[src/rtl/dht_pkg.sv]
// Shared constants for the DHT read scheduler: FSM state encodings,
// error codes, default timing in 50 MHz cycles and a counter-width helper.
package dht_pkg;

  // FSM state encodings
  localparam logic [2:0] ST_IDLE  = 3'd0;
  localparam logic [2:0] ST_HOLD  = 3'd1;
  localparam logic [2:0] ST_START = 3'd2;
  localparam logic [2:0] ST_WAIT  = 3'd3;
  localparam logic [2:0] ST_CHECK = 3'd4;

  // Cause of the last failed attempt
  localparam logic [1:0] ERR_NONE = 2'b00;
  localparam logic [1:0] ERR_CKS  = 2'b01;
  localparam logic [1:0] ERR_TMO  = 2'b10;

  // Default timing at 50 MHz
  localparam int DEF_MIN_GAP_CYC     = 100_000_000;
  localparam int DEF_TIMEOUT_CYC     = 1_500_000;
  localparam int DEF_MAX_RETRY       = 3;
  localparam int DEF_AUTO_PERIOD_CYC = 250_000_000;

  // Width that holds the largest of three cycle counts
  function automatic int cnt_width(input int a, input int b, input int c);
    int m;
    m = a;
    if (b > m) m = b;
    if (c > m) m = c;
    return $clog2(m) + 1;
  endfunction

endpackage

[src/rtl/dht_sat_counter.sv]
// Saturating up-counter with synchronous clear and an at-limit flag.
// Clear takes priority over enable.
module dht_sat_counter #(
  parameter int WIDTH = 8,
  parameter int LIMIT = 255
) (
  input  logic clk,
  input  logic reset,
  input  logic clear,
  input  logic enable,
  output logic at_limit
);

  localparam logic [WIDTH-1:0] LIM = LIMIT[WIDTH-1:0];

  logic [WIDTH-1:0] count;

  // Count up until the limit, then hold there until cleared
  always_ff @(posedge clk) begin
    if (reset || clear) begin
      count <= '0;
    end else if (enable && (count != LIM)) begin
      count <= count + WIDTH'(1);
    end
  end

  assign at_limit = (count == LIM);

endmodule

[src/rtl/dht_read_scheduler.sv]
// Sequences read transactions on the single-wire DHT reader: enforces the
// minimum interval between start pulses, times out each attempt, checks the
// checksum, retries failures and holds the last good reading.
// Optional periodic auto-read is enabled by defining DHT_SCHED_AUTO_EN.
module dht_read_scheduler
  import dht_pkg::*;
#(
  parameter int MIN_GAP_CYC = DEF_MIN_GAP_CYC,
  parameter int TIMEOUT_CYC = DEF_TIMEOUT_CYC,
  parameter int MAX_RETRY   = DEF_MAX_RETRY
`ifdef DHT_SCHED_AUTO_EN
  ,
  parameter int AUTO_PERIOD_CYC = DEF_AUTO_PERIOD_CYC
`endif
) (
  input  logic       clk_50M,
  input  logic       reset,
`ifdef DHT_SCHED_AUTO_EN
  input  logic       auto_en_i,
`endif
  input  logic       req_i,
  output logic       busy_o,
  output logic       rd_start_o,
  input  logic       rd_valid_i,
  input  logic [7:0] rd_rh_int_i,
  input  logic [7:0] rd_rh_dec_i,
  input  logic [7:0] rd_t_int_i,
  input  logic [7:0] rd_t_dec_i,
  input  logic [7:0] rd_cks_i,
  output logic [7:0] rh_int_o,
  output logic [7:0] rh_dec_o,
  output logic [7:0] t_int_o,
  output logic [7:0] t_dec_o,
  output logic       done_o,
  output logic       err_o,
  output logic [1:0] err_code_o,
  output logic [1:0] retry_cnt_o
);

`ifdef DHT_SCHED_AUTO_EN
  localparam int CNT_W = cnt_width(MIN_GAP_CYC, TIMEOUT_CYC, AUTO_PERIOD_CYC);
`else
  localparam int CNT_W = cnt_width(MIN_GAP_CYC, TIMEOUT_CYC, 0);
`endif

  logic [2:0] state;
  logic       pending;
  logic [7:0] stg_rh_int, stg_rh_dec, stg_t_int, stg_t_dec, stg_cks;
  logic [7:0] cks_sum;
  logic       cks_good;
  logic       gap_ok, tmo_hit, ext_req;
  logic       in_start, in_wait;
  logic       attempt_fail;
  logic [1:0] fail_code;

  assign in_start   = (state == ST_START);
  assign in_wait    = (state == ST_WAIT);
  assign rd_start_o = in_start && !reset;
  assign busy_o     = (state != ST_IDLE) && !reset;
  assign cks_sum    = stg_rh_int + stg_rh_dec + stg_t_int + stg_t_dec;
  assign cks_good   = (cks_sum == stg_cks);

  dht_sat_counter #(.WIDTH(CNT_W), .LIMIT(MIN_GAP_CYC)) u_gap_cnt (
    .clk      (clk_50M),
    .reset    (reset),
    .clear    (in_start),
    .enable   (1'b1),
    .at_limit (gap_ok)
  );

  dht_sat_counter #(.WIDTH(CNT_W), .LIMIT(TIMEOUT_CYC)) u_tmo_cnt (
    .clk      (clk_50M),
    .reset    (reset),
    .clear    (in_start),
    .enable   (in_wait),
    .at_limit (tmo_hit)
  );

`ifdef DHT_SCHED_AUTO_EN
  logic auto_hit;
  logic auto_clear;

  assign auto_clear = !auto_en_i || auto_hit;

  dht_sat_counter #(.WIDTH(CNT_W), .LIMIT(AUTO_PERIOD_CYC - 1)) u_auto_cnt (
    .clk      (clk_50M),
    .reset    (reset),
    .clear    (auto_clear),
    .enable   (auto_en_i),
    .at_limit (auto_hit)
  );

  assign ext_req = req_i || (auto_en_i && auto_hit);
`else
  assign ext_req = req_i;
`endif

  // Decide whether the current attempt has failed and why
  always_comb begin
    attempt_fail = 1'b0;
    fail_code    = ERR_NONE;
    if (in_wait && !rd_valid_i && tmo_hit) begin
      attempt_fail = 1'b1;
      fail_code    = ERR_TMO;
    end else if ((state == ST_CHECK) && !cks_good) begin
      attempt_fail = 1'b1;
      fail_code    = ERR_CKS;
    end
  end

  // Transaction FSM, pending request flag, staging and output registers
  always_ff @(posedge clk_50M) begin
    if (reset) begin
      state       <= ST_IDLE;
      pending     <= 1'b0;
      stg_rh_int  <= '0;
      stg_rh_dec  <= '0;
      stg_t_int   <= '0;
      stg_t_dec   <= '0;
      stg_cks     <= '0;
      rh_int_o    <= '0;
      rh_dec_o    <= '0;
      t_int_o     <= '0;
      t_dec_o     <= '0;
      done_o      <= 1'b0;
      err_o       <= 1'b0;
      err_code_o  <= ERR_NONE;
      retry_cnt_o <= '0;
    end else begin
      done_o <= 1'b0;
      err_o  <= 1'b0;
      if (ext_req && (state != ST_IDLE)) begin
        pending <= 1'b1;
      end
      case (state)
        ST_IDLE: begin
          if (ext_req || pending) begin
            state       <= ST_HOLD;
            pending     <= 1'b0;
            retry_cnt_o <= '0;
            err_code_o  <= ERR_NONE;
          end
        end
        ST_HOLD: begin
          if (gap_ok) state <= ST_START;
        end
        ST_START: begin
          state <= ST_WAIT;
        end
        ST_WAIT: begin
          if (rd_valid_i) begin
            stg_rh_int <= rd_rh_int_i;
            stg_rh_dec <= rd_rh_dec_i;
            stg_t_int  <= rd_t_int_i;
            stg_t_dec  <= rd_t_dec_i;
            stg_cks    <= rd_cks_i;
            state      <= ST_CHECK;
          end
        end
        ST_CHECK: begin
          if (cks_good) begin
            rh_int_o <= stg_rh_int;
            rh_dec_o <= stg_rh_dec;
            t_int_o  <= stg_t_int;
            t_dec_o  <= stg_t_dec;
            done_o   <= 1'b1;
            state    <= ST_IDLE;
          end
        end
        default: state <= ST_IDLE;
      endcase
      if (attempt_fail) begin
        err_code_o <= fail_code;
        if (int'(retry_cnt_o) < MAX_RETRY) begin
          retry_cnt_o <= retry_cnt_o + 2'd1;
          state       <= ST_HOLD;
        end else begin
          err_o <= 1'b1;
          state <= ST_IDLE;
        end
      end
    end
  end

endmodule

[config.mk]
export PLATFORM = sky130hd
export DESIGN_NAME = dht_read_scheduler
export DESIGN_NICKNAME = d
export VERILOG_FILES = /design/src/rtl/dht_pkg.sv /design/src/rtl/dht_sat_counter.sv /design/src/rtl/dht_read_scheduler.sv
export SDC_FILE = /design/constraint.sdc
export NUM_CORES = 1
export LEC_CHECK = 0
export BUFFER_PORTS_ARGS = -buffer_cell sky130_fd_sc_hd__buf_2
export CORE_ASPECT_RATIO = 0.5
export CORE_MARGIN = 2
export CORE_UTILIZATION = 48
export CTS_CLUSTER_DIAMETER = 40
export CTS_CLUSTER_SIZE = 10
export DETAILED_ROUTE_END_ITERATION = 10
export GPL_ROUTABILITY_DRIVEN = 0
export PLACE_DENSITY = 0.68
export SYNTH_ARGS = -nofsm -noshare
export SYNTH_HDL_FRONTEND = slang
export SYNTH_HIERARCHICAL = 1
export SYNTH_SLANG_ARGS = --single-unit
[constraint.sdc]
create_clock -name clk_50M -period 7.9 [get_ports clk_50M]
set_clock_uncertainty 0.05 [all_clocks]
set_input_delay 0.79 -clock clk_50M [delete_from_list [all_inputs] [get_ports clk_50M]]
set_output_delay 0.79 -clock clk_50M [all_outputs]
set_load 0.01 [all_outputs]
[Word-level counts from Yosys, hierarchy flattened]
Index checks and enable logic that the tools add are counted.
Cells by class
  add/sub/neg operators: 6
  $lt $le $gt $ge: 1
  equal/unequal tests: 13
  muxes and demuxes: 23
  bitwise gates (word level): 2
  reduce and logical (&&, ||, !) cells: 22
Operators by type and width (count)
  adder 28 x 1 -> 28 bit, second input constant: 2
  == test 28 x 21 -> 1 bit, second input constant: 1
  == test 28 x 27 -> 1 bit, second input constant: 1
  != test 28 x 21 -> 1 bit, second input constant: 1
  != test 28 x 27 -> 1 bit, second input constant: 1
  adder 8 bit: 3
  two-way mux 2 bit: 8
  two-way mux 3 bit: 5
  case mux 3 bit (5 select lines): 1
  two-way mux 1 bit: 9
  != test 3 bit, second input constant: 3
  == test 8 bit: 1
  logical AND 1 bit: 7
  == test 3 x 2 -> 1 bit, second input constant: 2
  AND reduction 2 bit: 3
  AND reduction 4 bit: 1
  nonzero test 2 bit: 2
  OR reduction 2 bit: 2
  == test 3 x 1 -> 1 bit, second input constant: 1
  == test 3 bit, second input constant: 1
  zero test 1 bit: 3
  zero test 3 bit: 1
  != test 3 x 2 -> 1 bit, second input constant: 1
  nonzero test 3 bit: 1
  4 further kinds: 6
Word-level totals
  register bits after elaboration: 138
  input bits: 44
  output and inout bits: 40
  logic and storage cells: 84

[Longest topological paths before layout]
  depth in word-level cells: 10
  depth in mapped cells: 14

[Hierarchy]
Netlist, hierarchy kept.
By module, submodules not included
  dht_read_scheduler: times used 1, cells each 459, area an instance 3910.0 µm²
  dht_sat_counter (u_tmo_cnt): times used 1, cells each 179, area an instance 1480.2 µm²
  dht_sat_counter (u_gap_cnt): times used 1, cells each 173, area an instance 1426.4 µm²

[Worst setup path before layout]
Ideal clock, no wire load.
  kind: reg-to-reg
  start: register stg_rh_int[1]
  end: register retry_cnt_o[0]
  library setup time: 0.121 ns
  arrival time: 3.463 ns
  setup slack: 4.266 ns
  stages on the path, launching flop included: 13
  path through: dfxtp_1 -> fa_1 -> inv_1 -> fa_1 -> inv_1 -> ha_1 -> fa_1 -> xnor2_1 -> xnor2_1 -> nor4_1 -> o211ai_2 -> o31a_1 -> mux2_4
Between the ends
  longest elaborated chain between the ends: 9
RTL lines
  start: declaration: RTL line dht_read_scheduler.sv:48  | logic [7:0] stg_rh_int, stg_rh_dec, stg_t_int, stg_t_dec, stg_cks;
  start signal: assignment: RTL line dht_read_scheduler.sv:152  | stg_rh_int <= rd_rh_int_i;
  adder 8 bit (3 in series): RTL line dht_read_scheduler.sv:60  | assign cks_sum = stg_rh_int + stg_rh_dec + stg_t_int + stg_t_dec;
  == test 8 bit: RTL line dht_read_scheduler.sv:61  | assign cks_good = (cks_sum == stg_cks);
  zero test 1 bit: RTL line dht_read_scheduler.sv:105  | end else if ((state == ST_CHECK) && !cks_good) begin
  logical AND 1 bit: RTL line dht_read_scheduler.sv:105
  two-way mux 1 bit: RTL line dht_read_scheduler.sv:105
  two-way mux 1 bit: RTL line dht_read_scheduler.sv:102  | if (in_wait && !rd_valid_i && tmo_hit) begin
  two-way mux 2 bit: RTL line dht_read_scheduler.sv:172  | if (attempt_fail) begin
  end signal: assignment: RTL line dht_read_scheduler.sv:175  | retry_cnt_o <= retry_cnt_o + 2'd1;
  end: declaration: RTL line dht_read_scheduler.sv:37  | output logic [1:0] retry_cnt_o
Every way passes these cells.
A chain may end at the register's enable or synchronous reset.

[Worst setup path after layout]
Ends and elaborated chain as after synthesis.

==> impl_metrics.csv <==
group,metric,value,unit
outcome,status,"finished clean",
synthesis,synthAdderAreaFrac,6.314,%
clock_tree,cts_buffers,17,
worst_setup_path,critPathRequiredTime,8.16,ns
placed_design,pre_cts_ws,3.649,ns
worst_setup_path,crit_slowest_cell,"fa_1",
routing,ant_nets,0,
synthesis,synthCells,811,
worst_setup_path,worst_path_largest_cell_delay,0.55,ns
global_routing,grt_max_degree,86,
clock_tree,cts_root_buffer,"clkbuf_16",
clock_tree,cts.htree.levels,4,
synthesis,synth-xor-area-share,4.001,%
placed_design,placement.io_buffers,83,
layout,syn2layout_area_growth,16.17,%
synthesis,ys_ff_latch,138,
pwr,p_leak,0.002891,uW
floorplanning,start_util,49.75,%
synthesis,async_reset_ff_share,0,%
worst_setup_path,crit_path_max_fanout,26,
worst_setup_path,crit_arrival,4.61,ns
synthesis,netlist_area,6817,um2
global_routing,grt_usage,23.06,%
layout,fillCellCount,1291,
worst_setup_path,crit_chain,"fa_1 -> inv_1 -> fa_1 -> inv_1 -> ha_1 -> fa_1 -> xnor2_1 -> xnor2_1 -> nor4_1 -> o211ai_2 -> buf_4 -> o31a_1 -> mux2_4",
job,maxCapViolCount,0,
pwr,peakVddDrop,0.0001525,V
synthesis,synth_compound_area_share,18.26,%
layout,nets,936,
clock_tree,cts_resized,0,
layout,drive_gt1_share,15.59,%
placed_design,dp_cells,1039,
synthesis,synthMuxAreaShare,0.9545,%
hold_path,hp-class,"reg -> reg",
synthesis,ys_types,59,
floorplanning,die_w,172.5,um
clock_tree,insertion_delay,0.42,ns
sta,fin_crit,4.356,ns
layout,antennaDiodeCount,0,
synthesis,synth_seq_area_share,40.53,%
pwr,p_total,1565,uW
floorplanning,row_count,30,
routing,routedWlPerCell,16.19,um
layout,layout.cells.non_filler,1071,
routing,routed_wl,17340,um
placed_design,dp_hpwl,11320,um
sta,hold_viol_final,0,
layout,multi_input_area,3744,um2
clock_tree,post-cts-setup-buffer-count,0,
global_routing,overflow,0,
worst_setup_path,worst_setup_path_end_kind,"flip-flop",
sta,rsz0062_at_grt,"no",
clock_tree,cts_tree,"done",
worst_setup_path,cp_common_cell,"fa_1",
synthesis,synth_top_family_by_area,"simple AND/OR/NAND/NOR gates",
layout,ff_latch_area,2763,um2
floorplanning,core,13700,um2
worst_setup_path,crit_family,"adder cells",
clock_tree,cts_buffer_depth,2,
clock_tree,clkTransAtPathRegs,0.06,ns
global_routing,grt_pass1_vias,5693,
worst_setup_path,crit_type,"reg -> reg",
floorplanning,die_h,88.27,um
global_routing,grt_antenna_before_repair,0,
sta,setup_tns,0,ns
synthesis,synth_warnings,6,
routing,dr.pass1.iters,7,
floorplanning,die-area,15230,um2
sta,setup_viol,0,
worst_setup_path,path_buf_inv,3,
routing,dr_total_vias,6151,
synthesis,synth_edf_count,0,
routing,drc,0,
layout,mostFrequentLayoutCells,"dfxtp_1 (138), nand2_1 (119), a21oi_1 (117)",
routing,drt_iter0_drc,475,
sta,worstMarginPinSlew,1.264,ns
clock_tree,cts_num_sinks,138,
global_routing,grt_first_pass_wirelength,28390,um
clock_tree,cts_hold_buf,0,
sta,finalCritPeriodShare,55.14,%
synthesis,synthFlopType,"dfxtp_1",
floorplanning,num_io_pins,84,
synthesis,synth.avg_cell_area,8.405,um2
sta,layout_setup_ws,3.544,ns
routing,vias_per_cell,5.743,
worst_setup_path,startpoint_type,"flip-flop",
sta,max-slew-margin-rel,15.77,%
pwr,powerDensity,197.7,nW/um2
sta,final_max_slew_viol_count,0,
synthesis,synthSimpleGateAreaFrac,25.02,%
layout,layout_commonest_cell,"dfxtp_1",
sta,fmax,0.2296,GHz
==> tightest hold or removal path: stages, from the launching register on <==
cell	delay (ns)
dfxtp_1	0.30
nand3_1	0.06
a21oi_1	0.06
==> metrics by stage <==
stage	hold slack, ns	area (um2)	util [%]
2_1_floorplan	0.3981	6832	-
3_3_place_gp	0.4071	7308	53.34
3_5_place_dp	0.4087	7308	53.34
4_1_cts	0.4173	7919	57.80
5_1_grt	0.4378	7919	57.80
6_report	0.4157	7919	57.80
==> final timing paths <==
kind | start | end | slack, ns | cells past startpoint
hold reg to reg | err_code_o[0]$_SDFFE_PP0P_ | err_code_o[0]$_SDFFE_PP0P_ | 0.42 | 2
hold / removal | err_code_o[0]$_SDFFE_PP0P_ | err_code_o[0]$_SDFFE_PP0P_ | 0.42 | 2
setup / recovery | stg_rh_int[1]$_SDFFE_PP0P_ | retry_cnt_o[0]$_SDFF_PP0_ | 3.54 | 13
setup reg to reg | stg_rh_int[1]$_SDFFE_PP0P_ | retry_cnt_o[0]$_SDFF_PP0_ | 3.54 | 13
==> cell usage after synthesis, types with 5 or more instances <==
| library cell | number | area, um2 |
|---|---|---|
| or3_1 | 13 | 81.33 |
| ha_1 | 12 | 150.1 |
| xor2_1 | 10 | 87.58 |
| nand3_1 | 25 | 125.1 |
| nor2_1 | 30 | 112.6 |
| and2_1 | 7 | 43.79 |
| nand2_1 | 119 | 446.7 |
| dfxtp_1 | 138 | 2763 |
| clkbuf_1 | 38 | 142.6 |
| and3_1 | 14 | 87.58 |
| fa_1 | 14 | 280.3 |
| or4_1 | 20 | 150.1 |
| buf_2 | 15 | 75.07 |
| nor4_1 | 12 | 75.07 |
| and4_1 | 6 | 52.55 |
| xnor2_1 | 16 | 140.1 |
| o21ai_0 | 19 | 95.09 |
| mux2i_1 | 5 | 50.05 |
| a21oi_1 | 117 | 585.6 |
| nand4_1 | 43 | 269.0 |
| o31ai_1 | 48 | 360.4 |
| inv_1 | 25 | 93.84 |
| nor3_1 | 8 | 40.04 |
==> registers in the layout, indices dropped and copies added (netlist names) <==
name	count
done_o	1
err_code_o	2
err_o	1
pending	1
retry_cnt_o	2
rh_dec_o	8
rh_int_o	8
state	3
stg_cks	8
stg_rh_dec	8
stg_rh_int	8
stg_t_dec	8
stg_t_int	8
t_dec_o	8
t_int_o	8
u_gap_cnt/count	28
u_tmo_cnt/count	28
==> routing by layer <==
metal / wire [um] / global-route usage (%)
met1: 8412 / 30.74
met2: 7989 / 39.03
met3: 775 / 4.596
met4: 158 / 6.216
met5: 0 / 0
==> layout make-up <==
cell class                 count  area share, %
clock buffer                  19          5.593
tap                          192          3.034
timing repair buffer          90          5.909
inverter                      25          1.185
multi-input combinational    594          47.27
clock inverter                13          2.117
sequential                   138          34.89
==> cells by family after synthesis <==
| family | Yosys count |
|---|---|
| buffers and inverters | 83 |
| flip-flops | 138 |
| multiplexers | 6 |
| adder cells (fa/ha/maj) | 26 |
| AND/OR/NAND/NOR | 321 |
| other | 1 |
| XOR/XNOR | 28 |
| AO/OA/AOI/OAI | 208 |
==> where the power goes <==
group          switching [uW]  leakage (uW)  internal [uW]
logic                    21.4       0.00149           12.7
clock network             322      0.000294            509
registers                3.02       0.00111            698
(Power assumes the default switching activity.)
